### src/rtl/tow_scorer.sv
// tow_scorer: tug-of-war rope position, round/false-start detection, scoring and LED bar
module tow_scorer #(
    parameter int HALF      = 3,
    parameter int MAX_SCORE = 9
) (
    input  logic              clk,
    input  logic              rst,
    input  logic              pb_l,
    input  logic              pb_r,
    input  logic              clear,
    input  logic              leds_on,
    input  logic [1:0]        led_control,
    output logic              winrnd,
    output logic              winner,
    output logic [3:0]        score_l,
    output logic [3:0]        score_r,
    output logic              match_over,
    output logic [2*HALF:0]   leds
);
    localparam int N  = 2*HALF + 1;
    localparam int PW = $clog2(N);
    localparam logic [PW-1:0] CTR = PW'(HALF);
    localparam logic [PW-1:0] TOP = PW'(2*HALF);
    localparam logic [3:0]    MAX = 4'(MAX_SCORE);

    typedef enum logic [2:0] {S_HOLD, S_DARK, S_PLAY, S_WON, S_OVER} state_t;

    state_t        st, st_n;
    logic [PW-1:0] pos, pos_n, lp;
    logic [3:0]    sl_n, sr_n;
    logic [N-1:0]  oh, leds_n;
    logic          pb_l_d, pb_r_d, press_l, press_r, win, win_who, mo_n, lm;

    always_comb begin
        press_l = pb_l & ~pb_l_d;
        press_r = pb_r & ~pb_r_d;
        st_n    = st;
        pos_n   = pos;
        win     = 1'b0;
        win_who = winner;
        case (st)
            S_HOLD: if (!clear) begin
                pos_n = CTR;
                st_n  = leds_on ? S_PLAY : S_DARK;
            end
            S_DARK: if (press_l ^ press_r) begin
                // a false start hands the round to the other player
                win     = 1'b1;
                win_who = press_l;
                pos_n   = press_l ? TOP : '0;
            end else if (clear) st_n = S_HOLD;
            else if (leds_on) st_n = S_PLAY;
            S_PLAY: begin
                pos_n = (press_l & ~press_r) ? pos - PW'(1) :
                        (press_r & ~press_l) ? pos + PW'(1) : pos;
                if ((press_l ^ press_r) && (pos_n == '0 || pos_n == TOP)) begin
                    win     = 1'b1;
                    win_who = pos_n == TOP;
                end else if (clear) st_n = S_HOLD;
            end
            S_WON: if (clear) st_n = match_over ? S_OVER : S_HOLD;
            default: ;
        endcase
        if (win) st_n = S_WON;
        sl_n   = (win && !win_who && score_l != MAX) ? score_l + 4'd1 : score_l;
        sr_n   = (win &&  win_who && score_r != MAX) ? score_r + 4'd1 : score_r;
        mo_n   = match_over | (sl_n == MAX) | (sr_n == MAX);
        lp     = rst ? pos_n : CTR;
        lm     = rst & mo_n;
        oh     = {{(N-1){1'b0}}, 1'b1} << lp;
        leds_n = (lm || (leds_on && led_control == 2'b10)) ? oh :
                 (leds_on && led_control[0]) ? '1 : '0;
    end

    always_ff @(posedge clk) begin
        if (!rst) begin
            st         <= S_HOLD;
            pos        <= CTR;
            pb_l_d     <= 1'b1;
            pb_r_d     <= 1'b1;
            winrnd     <= 1'b0;
            winner     <= 1'b0;
            score_l    <= '0;
            score_r    <= '0;
            match_over <= 1'b0;
        end else begin
            st         <= st_n;
            pos        <= pos_n;
            pb_l_d     <= pb_l;
            pb_r_d     <= pb_r;
            winrnd     <= win;
            winner     <= win_who;
            score_l    <= sl_n;
            score_r    <= sr_n;
            match_over <= mo_n;
        end
        leds <= leds_n;
    end
endmodule
### config.mk
export PLATFORM = sky130hd
export DESIGN_NAME = tow_scorer
export DESIGN_NICKNAME = d
export VERILOG_FILES = /design/src/rtl/tow_scorer.sv
export SDC_FILE = /design/constraint.sdc
export NUM_CORES = 1
export LEC_CHECK = 0
export ABC_AREA = 1
export CORE_UTILIZATION = 25
export CTS_CLUSTER_SIZE = 16
export DETAILED_ROUTE_END_ITERATION = 10
export RECOVER_POWER = 25
export SYNTH_ARGS = -nofsm -noshare
export SYNTH_HDL_FRONTEND = slang
export SYNTH_SLANG_ARGS = --single-unit
### constraint.sdc
create_clock -name clk -period 4 [get_ports clk]
set_clock_uncertainty 0.15 [all_clocks]
set_input_delay 0.4 -clock clk [delete_from_list [all_inputs] [get_ports clk]]
set_output_delay 0.4 -clock clk [all_outputs]
set_load 0.01 [all_outputs]
==> results of run 1 <==
-- cells in the final DEF, fill, tap and decap left out, types with 6 or more instances in the layout --
cell / n
a21oi_1: 11
clkdlybuf4s50_1: 16
dfxtp_1: 26
dlygate4sd3_1: 9
ha_1: 8
inv_1: 32
inv_2: 7
nand2_1: 53
nand2_2: 6
nand3_1: 11
nand3_2: 6
nor2_1: 23
o21ai_0: 6
-- worst max-delay path: cells and delay by family --
kind	cells	cell delay (ns)
AND/OR/NAND/NOR	13	1.36
buffers and inverters	4	0.71
AO/OA/AOI/OAI	1	0.07
adder cells (fa/ha/maj)	1	0.41
-- logic make-up after synthesis --
logic type	Yosys count
AND/OR/NAND/NOR	120
buffers and inverters	41
AO/OA/AOI/OAI	31
flip-flops	26
adder cells (fa/ha/maj)	8
XOR/XNOR	4
-- routing by layer --
| metal | track usage [%] | vias to the layer above | wire, um |
|---|---|---|---|
| li1 | - | 786 | - |
| met1 | 14.5 | 641 | 1750 |
| met2 | 18.6 | 24 | 1620 |
| met3 | 2.47 | 2 | 114 |
| met4 | 2.31 | 0 | 15 |
| met5 | 0 | - | 0 |
-- worst max-delay path by stage --
stage	endpoint	slack, ns	depth (start not counted)
final	leds[3]$_DFF_P_	1.06	19
after global routing	leds[5]$_DFF_P_	0.73	20
after CTS	leds[6]$_DFF_P_	1.04	21
after detailed placement	leds[1]$_DFF_P_	0.75	21
after global placement	leds[6]$_DFF_P_	0.77	21
after floorplan	leds[6]$_DFF_P_	1.41	20
-- layout make-up --
type	instances	share of cell area (%)
clock buffer	4	2.67
timing repair buffer	25	12.2
multi-input combinational	163	47.8
sequential	26	25.3
tap	77	4.68
inverter	40	7.41
-- flip-flops by register name, indices dropped and copies added, names as in the netlist --
name,count
winner,1
st,3
pb_r_d,1
winrnd,1
score_l,4
leds,7
pos,3
score_r,4
pb_l_d,1
match_over,1
-- metrics by stage --
step | setup WS, ns | hold WS, ns | power [W]
floorplan | 1.41 | 0.319 | 0.000613
finish | 1.06 | 0.373 | 0.000867
detailed placement | 0.752 | 0.375 | 0.000702
global placement | 0.769 | 0.367 | 0.000699
CTS | 1.04 | 0.385 | 0.000879
global route | 0.730 | 0.423 | 0.000942
-- power breakdown --
group	internal, W	switching [W]
registers	0.000288	0.0000291
logic	0.000136	0.000243
clock network	0.0000880	0.0000825
total	0.000512	0.000355
==> summary.txt, run 1 <==
Drt
  – DRC marker count from the first detailed-route iteration: 46
  – First-pass DRT Iterations: 4
  – Routed Antenna Nets: 0
  – # DRC: 0
  – Vias/cell: 4.34
  – Routed len/inst: 10.4 um
  – Routed wire length: about 3.5 mm
  – Via count: 1,453

Layout
  – Share of cells above drive strength 1: 15.9%
  – Layout area overhead: 23.9%
  – Area of the multi-input gates: 985 um^2
  – Post-layout nets: 275
  – Post-layout util: 32.2%
  – Finished layout cell area: roughly 2100 um^2
  – Filler instances: 689
  – Storage element area: 520 um^2
  – Final cell count without fillers: 335
  – Ant. Diodes: 0

Critical path
  – Worst reg2reg path startpoint: pb_r_d$_SDFF_PN1_
  – Reg2Reg Setup Slack: 1.37 ns
  – CP startpoint kind: input port
  – Worst r2r dst: leds[3]$_DFF_P_
  – CP Max Fanout: 10
  – CP Data Required Time: 4.02 ns
  – Crit. End Element: register
  – Worst R2R Path Depth: 17
  – Max incr delay on CP: 0.45 ns
  – CP max-delay cell: clkdlybuf4s50_1
  – Critical Path Start: pb_r
  – Crit-path cells: clkdlybuf4s50_1 -> inv_1 -> nor2_1 -> inv_1 -> ha_1 -> inv_1 -> nor2_1 -> nor3_1 -> a21oi_4 -> nand2_4 -> nor2_2 -> nand2_1 -> nand2_1 -> nor2_2 -> nand2_2 -> nand3_2 -> nand2_4 -> nand3_4 -> nand2_1
  – Crit path arrival time: 2.96 ns
  – Critical path type: input port to register

Clock network
  – Clock sinks: 26
  – Worst skew pair latency: around 0.27 ns
  – Post-CTS Resized: 0
  – CTS H-Tree Depth: 1
  – Root buffer cell: clkbuf_8
  – Post-CTS setup buffer count: 0
  – Num CTS Buffers: 3
  – Hold Buf Count CTS: 0
  – Clk pin slew, worst setup/hold paths: around 0.090 ns
  – CTS tree: yes
  – Clock Tree Buf Depth: 2

Synthesis
  – Synth Area in Compound Gates: 12.2%
  – Post-Syn Area: 1660 um^2
  – Largest family of logic cells by synthesized area: simple AND/OR/NAND/NOR gates
  – Biggest area consumer among synthesized cells: dfxtp_1
  – Register bit total from synthesis: 26
  – Mux share of post-synthesis cell area: 0%
  – Top cell type's share of synthesized area: 31.3%
  – Fraction of the mapped netlist area in adder cells: 6.02%
  – EDFF count, synth: 0
  – Synth Flop Type: dfxtp_1
  – Top cells by count, synth: 53 x nand2_1, 32 x inv_1, 26 x dfxtp_1
  – Syn Nets: between 200 and 250
  – XOR/XNOR share of the synthesized area: 2.11%
  – Seq/Total Area, Yosys: 31.3%
  – Syn. warnings: 0
  – Syn Area/Cell: around 7.2 um^2
  – Cell with the most instances after synthesis: nand2_1
  – Synth Area in Simple Gates: between 30% and 40%
  – Number of distinct library cells after synthesis: 33
  – Area contributors post-synth: dfxtp_1 31%, nand2_1 12%, inv_1 7.2%
  – Cell count after synthesis: 230
  – FFs w/ async S/R, synth: 0%

Die
  – Width of the die: 83.5 um
  – Initial core utilization: a little over a quarter
  – Core outline area: 6390 um^2
  – # rows: 29
  – Die Y: 83.5 um
  – IO Pins: 26
  – Die Area: ~7000 um^2

Placed design
  – Post-placement cell count: roughly 330
  – RD Place Congestion: 0.883
  – Placed Area: 2000 um^2
  – Detail Placement HPWL: 2.72 mm
  – Port Buffers: 25

Outcome
  – Status: complete, no violations

Power
  – PwrDens: 421 nW/um^2
  – Leakage: 1.01 nW
  – VDD IR max: 0.000279 V

STA
  – Fmax: 340 MHz
  – Period utilization: between 70% and 80%
  – RSZ-0062 raised after global routing: false
  – Final Hold Viols: 0
  – Final setup fails: 0
  – Slew @ Worst Pin: 0.421 ns
  – Setup TNS: 0 ns
  – Minimum clock period: between 2 and 3 ns
  – Max-slew headroom: 71.9%
  – Final Max Tran Viols: 0

GRT
  – First-pass GRT wire length: 6.40 mm
  – Initial antenna violation count: 0
  – Vias in the first global route: 1,474
  – GRT Residual Overflow: 0
  – Largest net degree at the start of global routing: 15
  – GR Util All Layers: 11.0%

Hold path
  – Worst hold path cell count: 2
  – Hold Crit Start: match_over$_SDFF_PN0_
  – Hold Path Class: register to register
  – WHS Endpoint: st[2]$_SDFFE_PP0P_

Flow run
  – Number of max-cap violations: 0
No activity file was read; power rests on OpenSTA's default activity.
==> run 2, diff against run 1 <==
==> constraint.sdc (replaced) <==
create_clock -name clk -period 3 [get_ports clk]
set_clock_uncertainty 0.15 [all_clocks]
set_input_delay 0.3 -clock clk [delete_from_list [all_inputs] [get_ports clk]]
set_output_delay 0.3 -clock clk [all_outputs]
set_load 0.01 [all_outputs]
==> summary.txt, run 2 (synthesized netlist as in run 1, its figures left out) <==
Layout
  – Filler instances: 681
  – Largest register by flop count: leds
  – Leading cell type in the layout, fill and taps excluded: nand2_1
  – Commonest cells after routing, fill and taps aside: 53 x nand2_1, 32 x inv_1, 26 x dfxtp_1
  – Post-layout util: between 30% and 40%
  – Largest register FFs: 7
  – Top Registers: leds x7, score_l x4, score_r x4
  – Layout area overhead: 33.2%
  – Final cell count without fillers: 353
  – Post-layout nets: 293
  – Share of cells above drive strength 1: around 23%
  – Ant. Diodes: 0

Power
  – Sequential Power Share: 35.1%
  – Sw frac: between 40% and 50%
  – Total power: 0.00121 W
  – PwrDens: ~550 nW/um^2
  – Sw power: a little under 0.0005 W
  – VDD IR max: 0.000270 V
  – Internal: slightly above 0.0007 W
  – Gate power share: 45.7%
  – Clock network power share: 19.2%
  – Leakage: 1.10 nW

Placed design
  – Port Buffers: 25
  – RD Place Congestion: 0.828
  – Detail Placement HPWL: 2.85 mm
  – Post-placement cell count: 349

STA
  – Final Max Tran Viols: 0
  – Period utilization: approximately nine tenths
  – Max-slew headroom: a little under three quarters
  – Minimum clock period: 2.69 ns
  – Setup TNS: 0 ns
  – Final Hold Viols: 0
  – RSZ-0062 raised after global routing: false
  – Fmax: 372 MHz
  – Slew @ Worst Pin: 0.426 ns
  – Final setup fails: 0
  – Hold slack: between 0.3 and 0.4 ns

Clock network
  – Clk pin slew, worst setup/hold paths: 0.09 ns
  – Post-CTS setup buffer count: 0
  – Root buffer cell: clkbuf_8
  – CTS H-Tree Depth: 1
  – CTS tree: yes
  – Clock sinks: 26
  – Worst skew pair latency: 0.27 ns
  – Clock Tree Buf Depth: 2
  – Num CTS Buffers: 3
  – Hold Buf Count CTS: 0

Drt
  – Vias/cell: 4.40
  – # DRC: 0
  – Routed wire length: 3.60 mm
  – First-pass DRT Iterations: 4
  – Routed Antenna Nets: 0
  – DRC marker count from the first detailed-route iteration: 68
  – Routed len/inst: slightly above 10 um
  – Via count: 1,552

Die
  – # rows: 29
  – Initial core utilization: 26.0%
  – Die Y: around 84 um
  – Die Area: roughly 7000 um^2
  – IO Pins: 26
  – Width of the die: approximately 84 um
  – Core outline area: 6390 um^2

Critical path
  – CP Max Fanout: 10
  – CP startpoint kind: input port
  – Crit. End Element: register
  – CP Data Required Time: 3.02 ns
  – Critical path type: input port to register
  – Reg2Reg Setup Slack: 0.48 ns
  – Crit path arrival time: 2.71 ns

GRT
  – GR Util All Layers: 11.2%
  – Vias in the first global route: 1,525
  – Largest net degree at the start of global routing: 15
  – Initial antenna violation count: 0
  – GRT Residual Overflow: 0
  – First-pass GRT wire length: ~6.6 mm

Flow run
  – Number of max-cap violations: 0

Hold path
  – Hold Path Class: register to register

Outcome
  – Status: complete, no violations
-- run 2: changes by cell type in the layout (fill, tap and decap cells not counted), sizes merged --
cell / change
buf: +18
-- run 2: critical path, cell delays in order --
cell and delay (ns):
clkdlybuf4s50_1 0.45, inv_1 0.05, nor2_2 0.09, buf_4 0.11, ha_2 0.21, inv_1 0.07, nand2_1 0.06, nand3_1 0.07
nand2_1 0.10, nand4_2 0.10, nand3b_1 0.14, nand2_2 0.08, nand2_4 0.15, nand2_4 0.07, nand2_1 0.06, nand2_1 0.06
nor2_1 0.13, nand2_1 0.08, nand3_2 0.09, nand2_4 0.07, nand3_4 0.09, nand2_1 0.07
-- run 2: path summary, 6_finish.rpt --
path                         start                 end  cells after the start
max                           pb_r     leds[6]$_DFF_P_                     22
max reg2reg         pos[0]$_DFF_P_     leds[6]$_DFF_P_                     20
min          match_over$_SDFF_PN0_  st[2]$_SDFFE_PP0P_                      2
min reg2reg  match_over$_SDFF_PN0_  st[2]$_SDFFE_PP0P_                      2
-- run 2: cell type report --
type / instances / area [um^2] / area share (%)
multi-input cells: 163 / 1000 / 45.3
clock buffers: 4 / 55.1 / 2.49
repair buffers: 43 / 385 / 17.4
inverters: 40 / 153 / 6.90
flip-flops and latches: 26 / 520 / 23.5
well taps: 77 / 96.3 / 4.35
-- run 2: power by group through the flow --
stage | clock, W | combinational (W) | sequential, W
floorplan | 0 | 0.000386 | 0.000431
global placement | 0 | 0.000543 | 0.000433
detailed placement | 0 | 0.000548 | 0.000432
CTS | 0.000243 | 0.000551 | 0.000424
global route | 0.000256 | 0.000615 | 0.000431
finish | 0.000232 | 0.000552 | 0.000424
-- run 2: stage by stage --
step                      area, um^2  worst slack (ns)
after floorplan                 1660             0.515
after CTS                       2190             0.234
final                           2210             0.311
after detailed placement        2140           -0.0615
after global placement          2140           -0.0426
after global routing            2210            0.0300
-- run 2: repair_timing --
item | CTS | global route
resized for setup | 0 | 6
endpoints found under the setup margin | 0 | 7
endpoints found under the hold margin | 0 | 0
-- run 2: layer usage --
layer / GRT usage [%] / up-vias / share of wire, % / routed length, um
met5: 0 / - / 0 / 0
met4: 2.77 / 0 / 0.78 / 28
met3: 2.57 / 4 / 3.3 / 119
met2: 19.8 / 27 / 46 / 1670
met1: 13.7 / 697 / 49 / 1780
li1: - / 824 / - / -
==> run 3, diff against run 2 <==
==> constraint.sdc (replaced) <==
create_clock -name clk -period 3.4 [get_ports clk]
set_clock_uncertainty 0.15 [all_clocks]
set_input_delay 0.51 -clock clk [delete_from_list [all_inputs] [get_ports clk]]
set_output_delay 0.51 -clock clk [all_outputs]
set_load 0.01 [all_outputs]
==> summary.txt, run 3 (synthesized netlist as in run 1, its figures left out) <==
Outcome
  – Status: complete, no violations

Hold path
  – Hold Path Class: register to register
  – Worst hold path cell count: 2

Clock network
  – Root buffer cell: clkbuf_8
  – CTS H-Tree Depth: 1
  – Num CTS Buffers: 3
  – Post-CTS setup buffer count: 0
  – Clk pin slew, worst setup/hold paths: 0.09 ns
  – Worst skew pair latency: 0.27 ns
  – CTS tree: yes
  – Clock Tree Buf Depth: 2
  – Post-CTS Resized: 0
  – Hold Buf Count CTS: 0
  – Clock sinks: 26

Drt
  – Via count: 1,453
  – Routed wire length: 3.38 mm
  – First-pass DRT Iterations: 4
  – Routed Antenna Nets: 0
  – DRC marker count from the first detailed-route iteration: 30
  – Routed len/inst: 10.1 um
  – Vias/cell: 4.32
  – # DRC: 0

STA
  – Setup TNS: 0 ns
  – Period utilization: 88.8%
  – Final Hold Viols: 0
  – Final setup fails: 0
  – Final Max Tran Viols: 0
  – RSZ-0062 raised after global routing: false
  – Minimum clock period: 3.02 ns
  – Max-slew headroom: just over 70%
  – Slew @ Worst Pin: 0.434 ns
  – Fmax: roughly 330 MHz

Die
  – Die Y: 83.5 um
  – # rows: 29
  – Initial core utilization: 26.0%
  – Die Area: around 7000 um^2
  – Width of the die: 83.5 um
  – IO Pins: 26
  – Core outline area: 6390 um^2

Critical path
  – Critical path depth: 23
  – CP Data Required Time: roughly 3.4 ns
  – CP top delay family: simple AND/OR/NAND/NOR gates
  – CP dominant cell by count: nand2_1
  – CP startpoint kind: input port
  – Crit path arrival time: 3.03 ns
  – Max incr delay on CP: 0.45 ns
  – Crit. End Element: register
  – CP Max Fanout: 10
  – Worst R2R Path Depth: 21
  – Crit-path cells: clkdlybuf4s50_1 -> inv_1 -> nor2_1 -> inv_1 -> ha_1 -> o21ai_1 -> nand2_2 -> nand2_1 -> nor2_1 -> a21oi_2 -> nand2_2 -> nand2_4 -> nor2_2 -> nand2_1 -> nand2_1 -> nand2_1 -> inv_2 -> nand2_2 -> nand3_2 -> nand2_4 -> nand2_4 -> nand2_1 -> nand2_1
  – CP max-delay cell: clkdlybuf4s50_1
  – Crit path buffers/inverters: 4
  – Critical path type: input port to register
  – Reg2Reg Setup Slack: 0.80 ns

GRT
  – GR Util All Layers: between 10% and 20%
  – Vias in the first global route: 1,447
  – Initial antenna violation count: 0
  – GRT Residual Overflow: 0
  – Largest net degree at the start of global routing: 14
  – First-pass GRT wire length: 6.18 mm

Power
  – Total power: roughly 0.001 W
  – Leakage: about 1 nW
  – PwrDens: 479 nW/um^2
  – VDD IR max: approximately 0.00022 V

Layout
  – Largest register FFs: 7
  – Top Registers: leds x7, score_l x4, score_r x4
  – Share of cells above drive strength 1: 16.2%
  – Post-layout util: 32.3%
  – Finished layout cell area: 2060 um^2
  – Commonest cells after routing, fill and taps aside: 53 x nand2_1, 32 x inv_1, 26 x dfxtp_1
  – Leading cell type in the layout, fill and taps excluded: nand2_1
  – Largest register by flop count: leds
  – Ant. Diodes: 0
  – Layout area overhead: 24.0%
  – Post-layout nets: 277

Placed design
  – Port Buffers: 25
  – Placed Area: between 2000 and 2500 um^2
  – RD Place Congestion: 0.877
  – Detail Placement HPWL: 2.68 mm

Flow run
  – Number of max-cap violations: 0
-- run 3: cell count changes in the layout (fill, tap and decap cells not counted), sizes merged --
cell,delta
clkbuf,-1
buf,-16
-- run 3: final timing paths --
kind | startpoint | end
max reg2reg | pb_l_d$_SDFF_PN1_ | leds[2]$_DFF_P_
min | match_over$_SDFF_PN0_ | st[2]$_SDFFE_PP0P_
max | pb_l | leds[2]$_DFF_P_
min reg2reg | match_over$_SDFF_PN0_ | st[2]$_SDFFE_PP0P_
-- run 3: metal layers --
layer / track usage (%) / vias to the layer above / part of all wire, %
li1: - / 786 / -
met1: 13.2 / 636 / 51
met2: 17.9 / 27 / 45
met3: 2.57 / 4 / 3.9
met4: 2.77 / 0 / 0.89
met5: 0 / - / 0
-- run 3: where the power goes --
group          leakage [nW]  switching (W)  internal, W  total, W
combinational         0.781       0.000281     0.000162  0.000442
clock                0.0216      0.0000912    0.0000794  0.000171
sequential            0.213      0.0000342     0.000339  0.000374
total                  1.02       0.000406     0.000580  0.000986
-- run 3: layout make-up --
type,instances,area [um^2]
clock buffers,3,41.3
fillers,702,4330
repair buffers,27,265
inverters,40,153
flip-flops and latches,26,520
well taps,77,96.3
multi-input cells,163,985
-- run 3: tightest hold or removal path, stage by stage, from the launching register on --
cell and delay [ns]:
dfxtp_1 0.34, nand4_1 0.09, a21oi_1 0.06
-- run 3: through the flow --
step / hold WS (ns) / setup WS, ns / std cells
after floorplan: 0.356 / 0.705 / 230
after global placement: 0.367 / 0.111 / 333
after detailed placement: 0.377 / 0.0684 / 333
after CTS: 0.387 / 0.362 / 336
after global routing: 0.405 / 0.0105 / 336
final: 0.378 / 0.380 / 336
